<file path="src/rtl/seg7_scan_ctrl.sv">
// Four-digit seven-segment scan controller: buffers one pending word and commits it only at frame boundaries.
// Optional leading-zero blanking is enabled with the SEG7_LZB_EN macro.
module seg7_scan_ctrl #(
    parameter int REFRESH_DIV = 100000,
    parameter int CNT_W       = 17
) (
    input  logic        CLK,
    input  logic        RESET,
    input  logic [15:0] DATA_IN,
    input  logic [3:0]  DOTS_IN,
    input  logic        DATA_VALID_IN,
    output logic        DATA_READY_OUT,
    output logic [1:0]  SEG_SELECT_OUT,
    output logic [3:0]  BIN_OUT,
    output logic        DOT_OUT,
    output logic        BLANK_OUT,
    output logic        FRAME_OUT
);

    logic [CNT_W-1:0] cnt_q, cnt_d;
    logic [1:0]       idx_q, idx_d;
    logic [15:0]      disp_data_q, disp_data_d;
    logic [3:0]       disp_dots_q, disp_dots_d;
    logic [15:0]      pend_data_q, pend_data_d;
    logic [3:0]       pend_dots_q, pend_dots_d;
    logic             pend_full_q, pend_full_d;
    logic [1:0]       sel_q, sel_d;
    logic [3:0]       bin_q, bin_d;
    logic             dot_q, dot_d;
    logic             blank_q, blank_d;
    logic             frame_q, frame_d;

    logic             tick;
    logic             frame_bnd;
    logic             accept;
    logic [3:0]       nibble;
    logic             blank;

    always_comb begin
        tick      = (cnt_q == CNT_W'(REFRESH_DIV - 1));
        frame_bnd = tick && (idx_q == 2'd3);
        accept    = DATA_VALID_IN && !pend_full_q;

        cnt_d = tick ? '0 : cnt_q + CNT_W'(1);
        idx_d = tick ? idx_q + 2'd1 : idx_q;

        disp_data_d = disp_data_q;
        disp_dots_d = disp_dots_q;
        pend_data_d = pend_data_q;
        pend_dots_d = pend_dots_q;
        pend_full_d = pend_full_q;

        // A word accepted on the boundary cycle is not bypassed; it waits a full frame.
        if (frame_bnd && pend_full_q) begin
            disp_data_d = pend_data_q;
            disp_dots_d = pend_dots_q;
            pend_full_d = 1'b0;
        end
        if (accept) begin
            pend_data_d = DATA_IN;
            pend_dots_d = DOTS_IN;
            pend_full_d = 1'b1;
        end

        nibble = disp_data_q[{idx_q, 2'b00} +: 4];
`ifdef SEG7_LZB_EN
        case (idx_q)
            2'd3:    blank = (disp_data_q[15:12] == 4'h0);
            2'd2:    blank = (disp_data_q[15:8] == 8'h00);
            2'd1:    blank = (disp_data_q[15:4] == 12'h000);
            default: blank = 1'b0;
        endcase
`else
        blank = 1'b0;
`endif

        sel_d   = idx_q;
        bin_d   = blank ? 4'h0 : nibble;
        dot_d   = disp_dots_q[idx_q];
        blank_d = blank;
        frame_d = frame_bnd;
    end

    always_ff @(posedge CLK) begin
        if (RESET) begin
            cnt_q       <= '0;
            idx_q       <= 2'd0;
            disp_data_q <= 16'h0000;
            disp_dots_q <= 4'h0;
            pend_data_q <= 16'h0000;
            pend_dots_q <= 4'h0;
            pend_full_q <= 1'b0;
            sel_q       <= 2'd0;
            bin_q       <= 4'h0;
            dot_q       <= 1'b0;
            blank_q     <= 1'b0;
            frame_q     <= 1'b0;
        end else begin
            cnt_q       <= cnt_d;
            idx_q       <= idx_d;
            disp_data_q <= disp_data_d;
            disp_dots_q <= disp_dots_d;
            pend_data_q <= pend_data_d;
            pend_dots_q <= pend_dots_d;
            pend_full_q <= pend_full_d;
            sel_q       <= sel_d;
            bin_q       <= bin_d;
            dot_q       <= dot_d;
            blank_q     <= blank_d;
            frame_q     <= frame_d;
        end
    end

    assign DATA_READY_OUT = ~pend_full_q;
    assign SEG_SELECT_OUT = sel_q;
    assign BIN_OUT        = bin_q;
    assign DOT_OUT        = dot_q;
    assign BLANK_OUT      = blank_q;
    assign FRAME_OUT      = frame_q;

endmodule
</file>
<file path="config.mk">
export PLATFORM = sky130hd
export DESIGN_NAME = seg7_scan_ctrl
export DESIGN_NICKNAME = d
export VERILOG_FILES = /design/src/rtl/seg7_scan_ctrl.sv
export SDC_FILE = /design/constraint.sdc
export NUM_CORES = 1
export LEC_CHECK = 0
export ABC_AREA = 1
export BUFFER_PORTS_ARGS = -buffer_cell sky130_fd_sc_hd__buf_2
export CORE_MARGIN = 4
export CORE_UTILIZATION = 45
export CTS_CLUSTER_SIZE = 28
export DETAILED_ROUTE_END_ITERATION = 8
export GPL_ROUTABILITY_DRIVEN = 0
export GPL_TIMING_DRIVEN = 0
export PLACE_DENSITY = 0.68
export SKIP_CTS_REPAIR_TIMING = 1
export SYNTH_ARGS = -nofsm -noshare
export SYNTH_HDL_FRONTEND = slang
export SYNTH_SLANG_ARGS = --single-unit
</file>
<file path="constraint.sdc">
create_clock -name CLK -period 1.9 [get_ports CLK]
set_clock_uncertainty 0.05 [all_clocks]
set_input_delay 0.285 -clock CLK [delete_from_list [all_inputs] [get_ports CLK]]
set_output_delay 0.285 -clock CLK [all_outputs]
set_load 0.01 [all_outputs]
</file>
==> impl_results.md <==
- Commonest non-fill, non-tap cells in the layout: nor2_1, dfxtp_1, nand2_1
- Tmin final: 1.70 ns
- Core area: 0.00635 mm^2
- Starting DRT DRC Count: 99
- Num ports: 33
- Pin count of the biggest net entering global routing: 13
- CP max stage delay: 0.36 ns
- Setup_tns: 0 ns
- RSZ-0062 raised after global routing: no
- Period utilization: 89.5%
- Final Slew Violations: 0
- LEAKAGE: 1.57 nW
- Total GRT Usage: 17.4%
- Seq/Total Area, Yosys: 46.0%
- CP max FO: 10
- Critical hold path startpoint: DATA_IN[14]
- Final nets: 460
- Layout cells sized above 1: 21.4%
- Power per cell area: 849 mW/mm^2
- FILL cells: 615
- Layout area overhead: 15.6%
- Clk Latency, worst-skew pair: 0.35 ns
- Critical R2R Launch: cnt_q[0]$_SDFF_PP0_
- Final hold violations: 0
- Slowest-stage cell, CP: dfxtp_1
- Final ANT Viol Nets: 0
- ANT cells: 0
- Post-Syn Nets: 419
- Root Buffer: clkbuf_8
- Mean post-synth cell area: 7.51 um^2
- Library cells used by synthesis: 31
- Min-Delay Path Class: in2reg
- Commonest non-fill, non-tap cell in the layout: nor2_1
- Routed length per instance: 11.8 um
- Initial DRT Pass Iterations: 5
- CTS clk-pin slew, worst paths: 0.07 ns
- Vias post-DR: 2465
- Die height: 89.1 um
- H-tree level count: 3
- R2r setup slk: 0.20 ns
- Slew margin rel.: 65.6%
- Kind of critical path: reg2reg
- Hold endpoint: pend_data_q[14]$_SDFFE_PP0P_
- Synthesized area: 0.00296 mm^2
- Gate Count Post-Synth: 394
- Crit path arrival time: 1.89 ns
- Die width: 89.1 um
- Gr ovfl total: 0
- First-pass GRT wire length: 10600 um
- Worst IR Drop VDD: 0.597 mV
- Critical Path RT: 2.09 ns
- Status: completed
- Endpoints failing setup: 0
- DRT Wirelength: 6120 um
- Crit path capture type: flop
- Cells along the critical path: ha_1 -> nand2_2 -> nor2_8 -> nand3b_4 -> nor2_4 -> nand3_2 -> buf_6 -> nor2_2 -> nor2_1
- Starting density of the core: 46.6%
- CTS tree: done
- Die area: 0.00793 mm^2
- Input/output buffers: 30
- CP Launch Type: flop
- DP HPWL: 4410 um
- Yosys reg bits: 68
- Critical R2R Capture: disp_data_q[5]$_SDFFE_PP0P_
- Max_cap viols: 0
- # rows: 29
- TritonCTS buffer count: 9
- Yosys warning count: 0
- Reg2Reg Depth: 9
- Worst Hold Depth: 3
- Number of global-route vias before repair: 2318
- Achievable Freq: 588 MHz
- Post-Route Utilization: 53.9%
- Antenna violations before repair: 0
- Clock Tree Buf Depth: 2
- Drt drc: 0
- Clk sink count: 68
- Worst slew pin tran: 0.515 ns
- Routed vias/inst: 4.77
-- through the flow --
step | setup slack, ns | std cells | hold WS, ns | power (mW) | instance area (um^2)
2_1_floorplan | 0.393 | 394 | 0.367 | 1.60 | 2960
3_3_place_gp | 0.246 | 501 | 0.379 | 1.65 | 3200
3_5_place_dp | 0.217 | 501 | 0.398 | 1.65 | 3200
4_1_cts | 0.195 | 517 | 0.0995 | 2.92 | 3420
5_1_grt | 0.0767 | 517 | 0.110 | 3.01 | 3420
6_report | 0.200 | 517 | 0.105 | 2.90 | 3420
-- critical path: cells and delay by family, from the launching register on --
kind / cells / cell delay (ns)
flops: 1 / 0.36
buf+inv: 1 / 0.18
simple gates: 7 / 0.81
fa+ha+maj: 1 / 0.19
-- registers in the layout (all words and copies together) (netlist names) --
signal          count
FRAME_OUT           1
idx_q               2
cnt_q              17
pend_full_q         1
SEG_SELECT_OUT      2
DOT_OUT             1
pend_data_q        16
disp_data_q        16
disp_dots_q         4
pend_dots_q         4
BIN_OUT             4
-- worst max-delay path by stage --
stage,from,endpoint,cells past startpoint
finish,cnt_q[0]$_SDFF_PP0_,disp_data_q[5]$_SDFFE_PP0P_,9
global route,cnt_q[0]$_SDFF_PP0_,disp_data_q[12]$_SDFFE_PP0P_,9
CTS,cnt_q[0]$_SDFF_PP0_,disp_data_q[5]$_SDFFE_PP0P_,9
detailed placement,cnt_q[0]$_SDFF_PP0_,disp_data_q[12]$_SDFFE_PP0P_,9
global placement,cnt_q[0]$_SDFF_PP0_,disp_data_q[7]$_SDFFE_PP0P_,9
floorplan,cnt_q[0]$_SDFF_PP0_,disp_data_q[0]$_SDFFE_PP0P_,9
-- synthesized netlist by cell type (all sizes together) --
master	n	area share, %
ha	2	0.85
nand2	64	8.4
inv	41	5.2
buf	9	2.5
o211ai	1	0.25
a21oi	20	3.4
o21ai	32	5.8
clkbuf	8	1.0
nand3b	1	0.68
nand4	3	1.1
nor3	7	1.2
dfxtp	68	46
or2	2	0.42
conb	1	0.13
xor2	8	2.4
xnor2	1	0.30
nor3b	1	0.25
nor2	114	18
nand3	11	2.5
-- power breakdown --
| part | total, mW | internal, mW | switching [mW] |
|---|---|---|---|
| Combinational | 0.126 | 0.0486 | 0.0769 |
| Clock | 1.29 | 0.733 | 0.552 |
| Sequential | 1.49 | 1.47 | 0.0268 |
-- layout make-up --
| type | instances | area, um^2 | share of cell area (%) |
|---|---|---|---|
| multi-input cells | 268 | 1340 | 39.1 |
| repair buffers | 30 | 150 | 4.39 |
| inverters | 41 | 154 | 4.50 |
| plain buffers | 17 | 105 | 3.07 |
| clock inverters | 7 | 91.3 | 2.67 |
| flip-flops and latches | 68 | 1360 | 39.8 |
| well taps | 77 | 96.3 | 2.82 |
| clock buffers | 9 | 124 | 3.62 |
-- metal layers --
metal / vias up / routed length, um / GRT usage (%)
li1: 1297 / - / -
met1: 1113 / 2750 / 21.7
met2: 46 / 2950 / 28.9
met3: 9 / 329 / 5.07
met4: 0 / 89 / 5.82
met5: - / 0 / 0
-- kinds of logic after synthesis --
logic type                 Yosys count  synth area share [%]
other                                1                 0.127
and+or+nand+nor                    203                  32.1
adders and majority gates            2                 0.846
xor gates and xnor gates             9                  2.67
AOI/OAI and AO/OA                   53                  9.43
buffers and inverters               58                  8.76
DFF                                 68                  46.0
Power figures use the tool's default switching activity.
